$ cat src/rtl/tomasulo_reg_status_file.sv
// Architectural register file with Tomasulo producer (Qi) tags, issue renaming and CDB retire.
// Optional same-cycle CDB-to-read-port forwarding is enabled by defining CDB_BYPASS_EN.
module tomasulo_reg_status_file #(
  parameter int DATA_W   = 16,
  parameter int NUM_REGS = 8,
  parameter int ADDR_W   = 3,
  parameter int TAG_W    = 3
) (
  input  logic              clock_i,
  input  logic              reset_n_i,
  input  logic [ADDR_W-1:0] rd_addr_a_i,
  output logic [DATA_W-1:0] rd_data_a_o,
  output logic [TAG_W-1:0]  rd_tag_a_o,
  input  logic [ADDR_W-1:0] rd_addr_b_i,
  output logic [DATA_W-1:0] rd_data_b_o,
  output logic [TAG_W-1:0]  rd_tag_b_o,
  input  logic              issue_valid_i,
  input  logic [ADDR_W-1:0] issue_dst_i,
  input  logic [TAG_W-1:0]  issue_tag_i,
  input  logic              cdb_valid_i,
  input  logic [TAG_W-1:0]  cdb_tag_i,
  input  logic [DATA_W-1:0] cdb_data_i,
  input  logic              flush_i,
  output logic [ADDR_W:0]   busy_count_o
);

  logic [DATA_W-1:0]   data_arr [NUM_REGS];
  logic [TAG_W-1:0]    tag_arr  [NUM_REGS];
  logic [NUM_REGS-1:0] busy_vec;
  logic [ADDR_W:0]     busy_q, busy_d;

  genvar gi;
  generate
    for (gi = 0; gi < NUM_REGS; gi++) begin : g_reg
      if (gi == 0) begin : g_zero
        assign data_arr[gi] = '0;
        assign tag_arr[gi]  = '0;
        assign busy_vec[gi] = 1'b0;
      end else begin : g_live
        logic [DATA_W-1:0] data_q, data_d;
        logic [TAG_W-1:0]  tag_q, tag_d;
        logic              cdb_hit, issue_hit;

        assign cdb_hit   = cdb_valid_i && (cdb_tag_i != '0) && (tag_q == cdb_tag_i);
        assign issue_hit = issue_valid_i && (issue_tag_i != '0) && (issue_dst_i == ADDR_W'(gi));

        // Order matters: CDB retires, a same-cycle rename wins the tag, flush beats both.
        always_comb begin
          data_d = data_q;
          tag_d  = tag_q;
          if (cdb_hit) begin
            data_d = cdb_data_i;
            tag_d  = '0;
          end
          if (flush_i)        tag_d = '0;
          else if (issue_hit) tag_d = issue_tag_i;
        end

        always_ff @(posedge clock_i) begin
          if (!reset_n_i) begin
            data_q <= '0;
            tag_q  <= '0;
          end else begin
            data_q <= data_d;
            tag_q  <= tag_d;
          end
        end

        assign data_arr[gi] = data_q;
        assign tag_arr[gi]  = tag_q;
        assign busy_vec[gi] = |tag_d;
      end
    end
  endgenerate

  always_comb begin
    busy_d = '0;
    for (int i = 0; i < NUM_REGS; i++) busy_d = busy_d + (ADDR_W + 1)'(busy_vec[i]);
  end

  always_ff @(posedge clock_i) begin
    if (!reset_n_i) busy_q <= '0;
    else            busy_q <= busy_d;
  end

  assign busy_count_o = busy_q;

  always_comb begin
    rd_data_a_o = data_arr[rd_addr_a_i];
    rd_tag_a_o  = tag_arr[rd_addr_a_i];
    rd_data_b_o = data_arr[rd_addr_b_i];
    rd_tag_b_o  = tag_arr[rd_addr_b_i];
`ifdef CDB_BYPASS_EN
    // R0 never matches since its tag is zero and a zero CDB tag is ignored.
    if (cdb_valid_i && (cdb_tag_i != '0) && (tag_arr[rd_addr_a_i] == cdb_tag_i)) begin
      rd_data_a_o = cdb_data_i;
      rd_tag_a_o  = '0;
    end
    if (cdb_valid_i && (cdb_tag_i != '0) && (tag_arr[rd_addr_b_i] == cdb_tag_i)) begin
      rd_data_b_o = cdb_data_i;
      rd_tag_b_o  = '0;
    end
`endif
  end

endmodule

$ cat config.mk
export PLATFORM = sky130hd
export DESIGN_NAME = tomasulo_reg_status_file
export DESIGN_NICKNAME = d
export VERILOG_FILES = /design/src/rtl/tomasulo_reg_status_file.sv
export SDC_FILE = /design/constraint.sdc
export NUM_CORES = 1
export LEC_CHECK = 0
export BUFFER_PORTS_ARGS = -buffer_cell sky130_fd_sc_hd__buf_2
export CORE_UTILIZATION = 60
export CTS_CLUSTER_DIAMETER = 30
export DETAILED_ROUTE_END_ITERATION = 8
export PLACE_DENSITY = 0.81
export SETUP_SLACK_MARGIN = 0.2
export SKIP_LAST_GASP = 1
export SYNTH_ARGS = -nofsm -noshare
export SYNTH_HDL_FRONTEND = slang
export SYNTH_SLANG_ARGS = --single-unit
$ cat constraint.sdc
create_clock -name clock_i -period 5.9 [get_ports clock_i]
set_clock_uncertainty 0.2 [all_clocks]
set_input_delay 1.18 -clock clock_i [delete_from_list [all_inputs] [get_ports clock_i]]
set_output_delay 1.18 -clock clock_i [all_outputs]
set_load 0.05 [all_outputs]
==> out/results.txt <==
outcome - finished, final reports clean
relative slew slack - 42.7%
post-synthesis sequential area ratio - 35.1%
placed cells - 987
H-tree levels - 4
ys async rst share - 0%
CP most frequent cell - fa_1
final wirelength - 20.8 mm
1st-iter DRT viols - 502
Internal - 1.71 mW
Final Cycle Share - 77.4%
post-route worst setup slack - 1.33 ns
Hold WS - 0.274 ns
Num CTS Buffers - 17
Reg clk slew, reported paths - 0.06 ns
Cell Rows - 41
Gate Count Post-Synth - 790
pre-CTS WS - 0.917 ns
Clock Path Buffers - 2
Initial DRT Pass Iterations - 5
Layout area overhead - 13.1%
Nets - 874
die area - 0.0134 mm²
post-route insts no fill - 1019
Slowest cell on crit path - or4_4
layout cells sized above 1 - 24.8%
Max Clock Freq - 0.219 GHz
most common cell after layout, fill and taps aside - nand2_1
syn_nets - 830
Worst VDD drop - 0.202 mV
gr ovfl total - 0
via count - 6484
Post-synth EDFFs - 0
vias in the first global route - 6364
initial core utilization - 61.4%
FILL cells - 965
# port buffers - 76
pin count of the biggest net entering global routing - 54
WS Path Type - in2reg
hold crit path type - reg2reg
first-pass GRT wire length - 32.7 mm
Worst Path Arrival - 4.68 ns
worst-skew pair later-pin latency - 0.41 ns
Slew @ Worst Pin - 0.848 ns
Wirelength per Cell - 20.5 µm
power density over cell area - 267 mW/mm²
hpwl dp - 13.8 mm
Die Ht - 116 µm
Design Power - 2.34 mW
initial antenna violation count - 0
crit-path max FO - 16
share of total power in combinational logic - 12.8%
syn avg cell area - 9.81 µm²
CP Data Required Time - 6.01 ns
postcts setup bufs - 0
Period minus WS final - 4.57 ns
Worst Path Buf+Inv - 2
Ys Warns - 0
dpl cell area - 0.00815 mm²
CTS Sinks - 136
Die X - 116 µm
final hold vios - 0
clock root buffer - clkbuf_16
CTS resizes - 0
biggest cell delay along the critical path - 0.77 ns
Pleak - 3.90 nW
most frequent cells in the layout - nand2_1 (148), dfxtp_1 (136), mux2i_1 (113)
CTS tree - done
mean number of vias per cell - 6.36
total track usage - 32.6%
element type at the critical path end - flip-flop
crit start category - input port
Sw Pwr - 627 µW
#FFs+latches synth - 136
io pins - 78
Setup Total Neg Slack - 0 ns
post-route cell area - 0.00876 mm²
core box area - 0.0126 mm²
Sequential Power Share - 40.7%
MaxCap Viol Count - 0
area of the mapped netlist - 0.00775 mm²
# diodes - 0
dominant synthesized flop cell - dfxtp_1
Residual DRC - 0
Core Util, Final - 69.4%
CTS Hold Bufs - 0
CP delay by family, top - adder cells
Switching Fraction - 26.8%
RSZ-0062 raised after global routing - no
Final setup viols - 0
ANT nets after route - 0
crit-path cells - buf_2, o31ai_4, or4_4, o211ai_1, fa_1, fa_1, inv_1, fa_1, fa_1, and2_1
clock power share - 46.4%
fin. max-slew vios - 0
Placer Congestion - 0.882
Distinct cells, synth - 42
==> power groups by stage <==
stage                     Sequential [mW]  Clock, mW  Combinational [mW]
final                               0.952       1.09               0.300
after global routing                0.954       1.14               0.319
after CTS                           0.952       1.10               0.298
after detailed placement            0.972          0               0.297
after global placement              0.969          0               0.291
after floorplan                     0.970          0               0.222
==> final timing paths <==
check	slack, ns	cells after the start	end	start
worst max-delay path	1.33	10	busy_count_o[1]	cdb_tag_i[0]
worst min-delay path	0.27	2	g_reg[5].g_live.data_q[8]	g_reg[5].g_live.data_q[8]
worst min register to register	0.27	2	g_reg[5].g_live.data_q[8]	g_reg[5].g_live.data_q[8]
worst max register to register	1.99	9	busy_count_o[1]	g_reg[1].g_live.tag_q[0]
==> worst register-to-register path, stage by stage (launching register included) <==
cell and delay (ns):
dfxtp_1 0.46, xor2_1 0.13, or4_4 0.73, o211ai_1 0.27, fa_1 0.45, fa_1 0.50
inv_1 0.05, fa_1 0.39, fa_1 0.48, and2_1 0.16
==> cell type report <==
cell class,instances,area [µm²],share of cell area (%)
repair buffers,96,546,6.23
multi-input cells,545,4520,51.6
clock inverters,10,116,1.33
flip-flops and latches,136,2720,31.1
clock buffers,22,494,5.64
inverters,38,143,1.63
well taps,172,215,2.46
==> Yosys cell counts (6+ instances only) <==
master	n	area share, %
nand3_1	6	0.39
inv_1	38	1.8
o31ai_1	17	1.6
buf_1	6	0.29
nor2_1	6	0.29
mux2i_1	113	15
o2bb2ai_1	6	0.68
nor2b_1	6	0.48
a221oi_1	35	4.0
mux2_2	38	5.5
mux4_2	38	11
xor2_1	21	2.4
o211a_1	7	0.90
buf_4	9	0.87
buf_6	7	1.0
nand2_1	148	7.2
clkbuf_1	39	1.9
o21ai_0	7	0.45
a21oi_1	38	2.5
dfxtp_1	136	35
nor3_1	7	0.45
buf_2	10	0.65
==> logic make-up after synthesis <==
family | after synthesis | share of synthesized area [%]
simple gates | 196 | 10.9
xor+xnor | 21 | 2.37
fa+ha+maj | 4 | 1.03
buf+inv | 109 | 6.56
compound gates | 134 | 12.8
flops | 136 | 35.1
other cells | 1 | 0.0484
mux | 189 | 31.2
==> per-layer routing <==
layer | vias to the layer above | track usage [%] | wire length [µm]
li1 | 2962 | - | -
met1 | 3159 | 42.8 | 8690
met2 | 316 | 52.1 | 9840
met3 | 47 | 7.69 | 1850
met4 | 0 | 13.2 | 470
met5 | - | 0 | 0
==> sequential cells by signal, summed over array words and instances (netlist names) <==
name / count
busy_count_o: 3
g.g_live.data_q: 112
g.g_live.tag_q: 21
Note: power is estimated with default switching activity, not from simulation.
